<file path="src/rtl/hdr_tonemap_pkg.sv">
// Shared constants, FSM encoding and small arithmetic helpers for the HDR tone-mapping stage.
package hdr_defs;
  localparam int N           = 8;
  localparam int FP          = 4;
  localparam int R_W         = 5;
  localparam int G_W         = 6;
  localparam int B_W         = 5;
  localparam int DIV_W       = 16;
  localparam int RESET_RECIP = 257;
  localparam int PW          = N + DIV_W;
  localparam int NORM_SH     = 8;

  typedef enum logic [1:0] {
    ST_IDLE   = 2'd0,
    ST_DIVIDE = 2'd1,
    ST_READY  = 2'd2
  } div_state_t;

  function automatic logic [N-1:0] min2(input logic [N-1:0] a, input logic [N-1:0] b);
    return (a < b) ? a : b;
  endfunction

  function automatic logic [N-1:0] max2(input logic [N-1:0] a, input logic [N-1:0] b);
    return (a > b) ? a : b;
  endfunction

  function automatic logic [N-1:0] clamp_sub(input logic [N-1:0] le, input logic [N-1:0] mn,
                                             input logic [N-1:0] rng);
    logic [N-1:0] d;
    d = le - mn;
    if (le < mn) return '0;
    return (d > rng) ? rng : d;
  endfunction

  function automatic logic [N-1:0] sat_norm(input logic [PW-1:0] p);
    logic [PW-1:0] s;
    s = p >> NORM_SH;
    return (|s[PW-1:N]) ? '1 : s[N-1:0];
  endfunction
endpackage

</file>
<file path="src/rtl/hdr_tonemap_recip_div.sv">
// Sequential restoring divider: floor((2^DIV_W-1) / range), one quotient bit per cycle.
module recip_div
  import hdr_defs::*;
(
  input  logic             clk,
  input  logic             rst,
  input  logic             start,
  input  logic [N-1:0]     range,
  output logic             busy,
  output logic             done,
  output logic [DIV_W-1:0] quotient
);
  localparam int CW = $clog2(DIV_W);

  logic [N-1:0]     divisor;
  logic [N-1:0]     rem;
  logic [DIV_W-1:0] q;
  logic [CW-1:0]    count;
  logic [N:0]       trial;
  logic [N:0]       rem_next;
  logic             fit;

  // The numerator is all ones, so every step brings a 1 into the partial remainder.
  always_comb begin
    trial    = {rem, 1'b1};
    fit      = (trial >= {1'b0, divisor});
    rem_next = fit ? (trial - {1'b0, divisor}) : trial;
  end

  always_ff @(posedge clk) begin
    if (rst) begin
      busy    <= 1'b0;
      count   <= '0;
      rem     <= '0;
      q       <= '0;
      divisor <= '0;
    end else if (start) begin
      busy    <= 1'b1;
      count   <= '0;
      rem     <= '0;
      q       <= '0;
      divisor <= range;
    end else if (busy) begin
      rem   <= rem_next[N-1:0];
      q     <= {q[DIV_W-2:0], fit};
      count <= count + CW'(1);
      if (count == CW'(DIV_W - 1)) busy <= 1'b0;
    end
  end

  assign done     = busy && (count == CW'(DIV_W - 1));
  // A zero range would divide by zero; a zero reciprocal maps the whole next frame to black.
  assign quotient = (divisor == '0) ? '0 : q;
endmodule

</file>
<file path="src/rtl/hdr_tonemap.sv">
// Global linear tone mapper: per-frame min/max stats, reciprocal computed in blanking,
// 3-stage map of Q4.4 log radiance onto RGB565.
module hdr_tonemap
  import hdr_defs::*;
(
  input  logic           clk,
  input  logic           rst,
  input  logic           in_valid,
  input  logic           in_sof,
  input  logic           in_eof,
  input  logic [N-1:0]   lE_red,
  input  logic [N-1:0]   lE_green,
  input  logic [N-1:0]   lE_blue,
  output logic           out_valid,
  output logic           out_sof,
  output logic           out_eof,
  output logic [R_W-1:0] out_red,
  output logic [G_W-1:0] out_green,
  output logic [B_W-1:0] out_blue,
  output logic           late_frame,
  output logic [1:0]     fsm_state
);
  div_state_t state, state_next;

  logic             sof_px, eof_px, load_act;
  logic [N-1:0]     pix_min, pix_max, new_min, new_max, stat_range;
  logic [N-1:0]     run_min, run_max, pend_min, pend_range;
  logic [N-1:0]     act_min, act_range, use_min, use_range;
  logic [DIV_W-1:0] act_recip, use_recip;
  logic             div_busy, div_done;
  logic [DIV_W-1:0] div_quotient;

  logic             s1_valid, s1_sof, s1_eof;
  logic [N-1:0]     s1_d_r, s1_d_g, s1_d_b;
  logic [DIV_W-1:0] s1_recip;
  logic             s2_valid, s2_sof, s2_eof;
  logic [PW-1:0]    s2_p_r, s2_p_g, s2_p_b;
  logic [N-1:0]     n_r, n_g, n_b;

  assign sof_px = in_valid & in_sof;
  assign eof_px = in_valid & in_eof;

  // An SOF pixel restarts the running stats from its own channels.
  always_comb begin
    pix_min    = min2(lE_red, min2(lE_green, lE_blue));
    pix_max    = max2(lE_red, max2(lE_green, lE_blue));
    new_min    = sof_px ? pix_min : min2(run_min, pix_min);
    new_max    = sof_px ? pix_max : max2(run_max, pix_max);
    stat_range = new_max - new_min;
  end

  always_ff @(posedge clk) begin
    if (rst) begin
      run_min    <= '0;
      run_max    <= '0;
      pend_min   <= '0;
      pend_range <= '0;
    end else if (in_valid) begin
      run_min <= new_min;
      run_max <= new_max;
      if (in_eof) begin
        pend_min   <= new_min;
        pend_range <= stat_range;
      end
    end
  end

  recip_div u_div (
    .clk      (clk),
    .rst      (rst),
    .start    (eof_px),
    .range    (stat_range),
    .busy     (div_busy),
    .done     (div_done),
    .quotient (div_quotient)
  );

  always_ff @(posedge clk) begin
    if (rst) state <= ST_IDLE;
    else     state <= state_next;
  end

  // EOF wins over every other event: it always (re)starts a divide on the latest stats.
  always_comb begin
    state_next = state;
    case (state)
      ST_IDLE:   if (eof_px) state_next = ST_DIVIDE;
      ST_DIVIDE: if (eof_px) state_next = ST_DIVIDE;
                 else if (div_done) state_next = ST_READY;
      ST_READY:  if (eof_px) state_next = ST_DIVIDE;
                 else if (sof_px) state_next = ST_IDLE;
      default:   state_next = ST_IDLE;
    endcase
  end

  always_comb begin
    load_act   = (state == ST_READY) && sof_px;
    late_frame = !rst && sof_px && div_busy;
    fsm_state  = state;
  end

  // The SOF pixel that triggers the load is already mapped with the new parameters.
  always_comb begin
    use_min   = load_act ? pend_min     : act_min;
    use_range = load_act ? pend_range   : act_range;
    use_recip = load_act ? div_quotient : act_recip;
  end

  always_ff @(posedge clk) begin
    if (rst) begin
      act_min   <= '0;
      act_range <= '1;
      act_recip <= DIV_W'(RESET_RECIP);
    end else if (load_act) begin
      act_min   <= pend_min;
      act_range <= pend_range;
      act_recip <= div_quotient;
    end
  end

  always_comb begin
    n_r = sat_norm(s2_p_r);
    n_g = sat_norm(s2_p_g);
    n_b = sat_norm(s2_p_b);
  end

  // Valid/sof/eof shift every cycle; data registers only load behind a valid pixel.
  always_ff @(posedge clk) begin
    if (rst) begin
      s1_valid  <= 1'b0;
      s1_sof    <= 1'b0;
      s1_eof    <= 1'b0;
      s1_d_r    <= '0;
      s1_d_g    <= '0;
      s1_d_b    <= '0;
      s1_recip  <= '0;
      s2_valid  <= 1'b0;
      s2_sof    <= 1'b0;
      s2_eof    <= 1'b0;
      s2_p_r    <= '0;
      s2_p_g    <= '0;
      s2_p_b    <= '0;
      out_valid <= 1'b0;
      out_sof   <= 1'b0;
      out_eof   <= 1'b0;
      out_red   <= '0;
      out_green <= '0;
      out_blue  <= '0;
    end else begin
      s1_valid  <= in_valid;
      s1_sof    <= sof_px;
      s1_eof    <= eof_px;
      s2_valid  <= s1_valid;
      s2_sof    <= s1_sof;
      s2_eof    <= s1_eof;
      out_valid <= s2_valid;
      out_sof   <= s2_sof;
      out_eof   <= s2_eof;
      if (in_valid) begin
        s1_d_r   <= clamp_sub(lE_red,   use_min, use_range);
        s1_d_g   <= clamp_sub(lE_green, use_min, use_range);
        s1_d_b   <= clamp_sub(lE_blue,  use_min, use_range);
        s1_recip <= use_recip;
      end
      if (s1_valid) begin
        s2_p_r <= PW'(s1_d_r) * PW'(s1_recip);
        s2_p_g <= PW'(s1_d_g) * PW'(s1_recip);
        s2_p_b <= PW'(s1_d_b) * PW'(s1_recip);
      end
      if (s2_valid) begin
        out_red   <= n_r[N-1 -: R_W];
        out_green <= n_g[N-1 -: G_W];
        out_blue  <= n_b[N-1 -: B_W];
      end
    end
  end
endmodule

</file>
<file path="config.mk">
export PLATFORM = sky130hd
export DESIGN_NAME = hdr_tonemap
export DESIGN_NICKNAME = d
export VERILOG_FILES = /design/src/rtl/hdr_tonemap_pkg.sv /design/src/rtl/hdr_tonemap_recip_div.sv /design/src/rtl/hdr_tonemap.sv
export SDC_FILE = /design/constraint.sdc
export NUM_CORES = 1
export LEC_CHECK = 0
export ABC_AREA = 1
export BUFFER_PORTS_ARGS = -buffer_cell sky130_fd_sc_hd__buf_4
export CELL_PAD_IN_SITES_DETAIL_PLACEMENT = 1
export CELL_PAD_IN_SITES_GLOBAL_PLACEMENT = 2
export CORE_ASPECT_RATIO = 1.75
export CORE_MARGIN = 5
export CORE_UTILIZATION = 35
export DETAILED_ROUTE_END_ITERATION = 8
export PLACE_DENSITY = 0.89
export SLEW_MARGIN = 20
export SYNTH_ARGS = -nofsm -noshare
export SYNTH_HDL_FRONTEND = slang
export SYNTH_SLANG_ARGS = --single-unit
</file>
<file path="constraint.sdc">
create_clock -name clk -period 6.75 [get_ports clk]
set_clock_uncertainty 0.1 [all_clocks]
set_input_delay 1.35 -clock clk [delete_from_list [all_inputs] [get_ports clk]]
set_output_delay 1.35 -clock clk [all_outputs]
set_load 0.02 [all_outputs]
</file>
-- Yosys cells after proc, flatten, opt, wreduce, memory -nomap -nowiden
Cells that the tools add are included.
Widths: inputs -> output; s select.
- add/subtract/negate cells: 6
- multipliers: 3
- magnitude comparators: 13
- equal/unequal tests: 6
- multiplexer cells: 43
- bitwise gates (word level): 2
- reductions and logical operators: 13
- operators by type and width (cell ; number):
    $mux 8 ; 23
    $mul 8x16->24 ; 3
    $gt 8x8->1 ; 6
    $lt 8x8->1 ; 6
    $sub 8x8->8 ; 5
    $mux 16 ; 2
    $reduce_or 8->1 ; 3
    $mux 1 ; 12
    $mux 2 ; 5
    $ge 9x8->1 ; 1
    $logic_not 8->1 ; 1
    $ne 3x3->1 const B ; 2
    $pmux 2 s3 ; 1
    $add 4x1->4 const B ; 1
    $eq 4x4->1 const B ; 1
    $logic_and 1x1->1 ; 4
    $reduce_and 3->1 ; 1
    $and 1x1->1 ; 2
    $eq 2x1->1 const B ; 1
    $eq 2x2->1 const B ; 1
    $logic_not 2->1 ; 1
    $ne 2x2->1 const B ; 1
    $reduce_and 2->1 ; 1
    $reduce_or 2->1 ; 1
    $logic_not 1->1 ; 1
- register bits: 240
- input bits: 29
- output and inout port bits: 22
- word-level logic and storage cells: 118

-- Depth between registers and ports, before layout
- word-level depth: 8
- depth in mapped cells: 53
- depth with buffers taken out: 52

-- Cells and area by module
A second synthesis with hierarchy kept.
- cells, all modules: 2979
- area, all modules: 22185.0 µm²
- modules (own cells, without submodules) (module ; instances ; cells an instance ; area an instance (µm²) ; sequential area each (µm²)):
    hdr_tonemap ; 1 ; 2714 ; 20297.0 ; 3423.3
    recip_div ; 1 ; 265 ; 1888.1 ; 740.7

-- Worst setup path after synthesis
Ideal clock, no wire load.
- kind: input to register
- from: input port lE_blue[1]
- to: register pend_range[7]
- library setup time: 0.126 ns
- data arrival time: 6.779 ns
- required time: 6.524 ns
- setup slack: -0.255 ns
- cell stages on the path: 41
- buffers on the path: 4
- path through: inv_1 > ha_1 > nand2_1 > nand2_1 > nand2_1 > nand2_1 > nand2_1 > nand2_2 > buf_6 > clkbuf_1 > nand2_1 > o21ai_0 > ha_1 > nand2_1 > nor2_1 > a211oi_1 > nand2_1 > clkbuf_1 > (+5 left out) > nand2_2 > clkbuf_1 > o21ai_0 > ha_1 > a21oi_1 > nor2_1 > nor2_1 > inv_1 > nand2_1 > a21oi_1 > nor2_1 > inv_1 > nand2_1 > nand2_1 > a21oi_1 > xor2_1 > a22oi_1 > o21ai_0
- cells in the longest elaborated chain, start to end: 8
- elaborated cells on any way between the ends: 15
- classes of those cells: add/sub (1); order compare (6); mux (8)
- RTL lines (what ; line ; text):
    from (decl) ; hdr_tonemap.sv:13 ; input logic [N-1:0] lE_blue,
    $gt 8x8->1 / $lt 8x8->1 (equally long branches) ; hdr_tonemap_pkg.sv:24, hdr_tonemap_pkg.sv:20 ;
    $mux 8, on equally long branches ; hdr_tonemap_pkg.sv:24, hdr_tonemap_pkg.sv:20 ;
    $gt 8x8->1 / $lt 8x8->1 (equally long branches) ; hdr_tonemap_pkg.sv:24, hdr_tonemap_pkg.sv:20 ;
    $mux 8, on equally long branches ; hdr_tonemap_pkg.sv:24, hdr_tonemap_pkg.sv:20 ;
    $gt 8x8->1 / $lt 8x8->1 (equally long branches) ; hdr_tonemap_pkg.sv:24, hdr_tonemap_pkg.sv:20 ;
    $mux 8, on equally long branches ; hdr_tonemap_pkg.sv:24, hdr_tonemap_pkg.sv:20 ;
    $mux 8, on equally long branches ; hdr_tonemap.sv:48, hdr_tonemap.sv:47 ;
    $sub 8x8->8 * ; hdr_tonemap.sv:49 ; stat_range = new_max - new_min;
    to (signal assigned) ; hdr_tonemap.sv:63 ; pend_range <= stat_range;
    to (decl) ; hdr_tonemap.sv:27 ; logic [N-1:0] run_min, run_max, pend_min, pend_range;
Mark *: on every way between the ends. The rest lies on a longest branch, timed or not.
A chain may end at the register's enable or synchronous reset.

-- Worst setup path in the final report
- from: input port lE_blue[4]
- to: register pend_range[7]
- cells in the longest elaborated chain, start to end: 8
- elaborated cells on any way between the ends: 15
- classes of those cells: add/sub (1); order compare (6); mux (8)
- RTL lines (what ; line ; text):
    $gt 8x8->1 ; hdr_tonemap_pkg.sv:24 ; return (a > b) ? a : b;
    $mux 8 * ; hdr_tonemap_pkg.sv:24 ;
    $gt 8x8->1 ; hdr_tonemap_pkg.sv:24 ;
    $mux 8 * ; hdr_tonemap_pkg.sv:24 ;
    $gt 8x8->1 ; hdr_tonemap_pkg.sv:24 ;
    $mux 8 ; hdr_tonemap_pkg.sv:24 ;
    $mux 8 * ; hdr_tonemap.sv:48 ; new_max = sof_px ? pix_max : max2(run_max, pix_max);
    net new_max[1] ; hdr_tonemap.sv:26 ; logic [N-1:0] pix_min, pix_max, new_min, new_max, stat_range;
    $sub 8x8->8 * ; hdr_tonemap.sv:49 ;
Mark *: on every way through the listed nets, which the timed path passes. The rest lies on a longest branch.

==> impl_metrics.tcl <==
set metrics [dict create \
    status "complete, no violations" \
    synthDistinctLibCells 48 \
    synth_mux_area_frac 0 \
    row_count 120 \
    cts_made_buffers 17 \
    slowest_stage "ha_1" \
    dpl_cell_area_um2 23500 \
    wl_um 68300 \
    drv_slew 0 \
    ys_seq_elements 200 \
    maxSlewHeadroom 0.318 \
    grtUsageTotal 0.207 \
    max_freq_mhz 156 \
    drt_first_pass_iters 5 \
    via_per_inst 5.02 \
    setup_viol 0 \
    first_global_vias 21600 \
    io_buffers 50 \
    via_count 19000 \
    slowest_delay_ns 0.31 \
    tightest_slew_ns 1.02 \
    wl_per_cell_um 18.0 \
    hold_ws_ns 0.305 \
    cp-start-kind "input port" \
    grt_pass1_wl_um 111000 \
    final_common_cell "nand2_1" \
    final_cells 3791 \
    critPathMaxFanout 8 \
    worstHoldStart "s1_sof" \
    synth-simple-area-share 0.183 \
    die_area_um2 67300 \
    overflow 0 \
    drc_errors 0 \
    hold_viol 0 \
    netlist_area_um2 21700 \
    synth_fa_ha_area_frac 0.361 \
    worstSetupPathType "input port to register" \
    setup.worst_path.end_class "register" \
    start_util 0.354 \
    design_area_um2 24300 \
    cp-startpoint "lE_blue[4]" \
    postLayoutCoreUtil 0.396 \
    ctsRootBufferMaster "clkbuf_16" \
    die_x_um 198 \
    coreArea_um2 61400 \
    final_cell_mix "nand2_1, inv_1, fa_1, ha_1, dfxtp_1" \
    synth-compound-area-share 0.114 \
    synth_fp_nets 3437 \
    place.gp.congestion 0.862 \
    diodes 0 \
    grt_max_degree 78 \
    yosysTopAreaCell "fa_1" \
    synth_area_leaders "fa_1, dfxtp_1, ha_1, nand2_1, inv_1" \
    clkTransAtPathRegs_ns 0.08 \
    powerDensity_nw_per_um2 152 \
    dp.cells 3757 \
    syn_area_per_cell_um2 7.40 \
    htreeDepth 4 \
    cts.sinks 200 \
    hold_class "register to register" \
    power_uw 3680 \
    synth-warning-count 0 \
    drive_gt1_frac 0.0947 \
    antenna_found_initial 0 \
    peakVddDrop_v 0.000197 \
    num_io_pins 51 \
    p_leak_uw 0.0123 \
    die_h_um 339 \
    ys_seq_area_frac 0.184 \
    required_ns 7.00 \
    r2r-start "s1_recip[6]" \
    fin_nets 3489 \
    clkLatencyLatePin_ns 0.48 \
    clk_path_buf_depth 2 \
    area_delta_synth_final_pct 11.9 \
    dp_hpwl_um 56100 \
    cap_violations 0 \
    period_needed_ns 6.43 \
    synth_top_area_share 0.234 \
    fillers 7560 \
    hold_buffers 0 \
    tritoncts "yes" \
    arrival_ns 6.68 \
    synth_cells 2934 \
    fin_crit_sh 0.952 \
    drt_iter0_markers 678 \
    synth_top_family_by_area "adder cells" \
    drtAntennaViolNets 0 \
    yosys.area_share.xor_xnor 0.0214 \
]
[sequential cells by signal (all words and copies together) (netlist names), 13 cells and up, named ones only]
name / flops
s1_recip: 16
s2_p_g: 14
u_div.q: 16
act_recip: 16
s2_p_b: 13
s2_p_r: 13
[worst max-delay path, delay by kind of cell]
kind | cells | cell delay (ns)
XOR/XNOR | 1 | 0.09
AND/OR/NAND/NOR | 21 | 1.90
buffers and inverters | 9 | 0.87
AO/OA/AOI/OAI | 9 | 1.26
adder cells (fa/ha/maj) | 4 | 1.19
[final cells by class]
| type | count | area, µm² | share of cell area |
|---|---|---|---|
| clock buffers | 17 | 425 | 0.0175 |
| clock inverters | 14 | 160 | 0.00659 |
| inverters | 632 | 2380 | 0.0978 |
| multi-input cells | 1950 | 14900 | 0.614 |
| flip-flops and latches | 200 | 4010 | 0.165 |
| well taps | 793 | 992 | 0.0408 |
| repair buffers | 185 | 1430 | 0.0589 |
[kinds of logic (layout without fill, tap and decap cells)]
logic type      after synthesis  in the layout
compound gates              451            451
buf+inv                     785            848
simple gates                971            972
xor+xnor                     53             53
flops                       200            200
fa+ha+maj                   474            474
[repair_timing]
action / CTS / global route
pin swaps: 0 / 14
resized for setup: 1 / 49
endpoints found under the setup margin: 1 / 5
setup buffers: 0 / 2
gates cloned: 0 / 1
[power breakdown]
| part | internal (µW) | switching, µW | total [µW] |
|---|---|---|---|
| clock network | 525 | 528 | 1050 |
| logic | 499 | 784 | 1280 |
| registers | 1250 | 91.6 | 1340 |
[stage by stage]
stage               setup TNS, ns  setup WS [ns]
global placement           -0.152         -0.114
floorplan                       0         0.0241
CTS                             0         0.0864
finish                          0          0.324
detailed placement          -1.37         -0.549
global route              -0.0496        -0.0496
[synth_stat cells (all sizes together)]
| master | count |
|---|---|
| nand2 | 691 |
| inv | 631 |
| fa | 254 |
| ha | 220 |
| dfxtp | 200 |
| o21ai | 186 |
| a21oi | 172 |
| clkbuf | 147 |
| nor2 | 139 |
| nand3 | 98 |
| xor2 | 34 |
| xnor2 | 19 |
| a31oi | 18 |
| o211ai | 17 |
| nand4 | 16 |
| o22ai | 14 |
| nor3 | 10 |
| o21bai | 9 |
| a211oi | 8 |
| a21o | 8 |
| or2 | 7 |
| buf | 6 |
| nor4 | 5 |
| o221ai | 5 |
| o2111ai | 4 |
| a2111oi | 3 |
| a221oi | 2 |
| a32o | 2 |
| nand3b | 2 |
| a22oi | 1 |
| and2 | 1 |
| and3 | 1 |
| clkinv | 1 |
| nor3b | 1 |
| o21a | 1 |
| o21ba | 1 |
[routing by layer]
metal	wire length, µm	up-vias	GRT usage
met5	0	-	0
met4	2540	0	0.0769
met3	1120	133	0.0183
met2	40600	250	0.434
met1	24000	9563	0.200
li1	-	9094	-
[final timing paths]
check | endpoint | slack [ns] | cells past startpoint
worst max-delay path | pend_range[7] | 0.32 | 44
worst max register to register | s2_p_r[22] | 0.43 | 26
worst min-delay path | s2_sof | 0.30 | 2
worst min register to register | s2_sof | 0.30 | 2
Power figures use the tool's default switching activity.
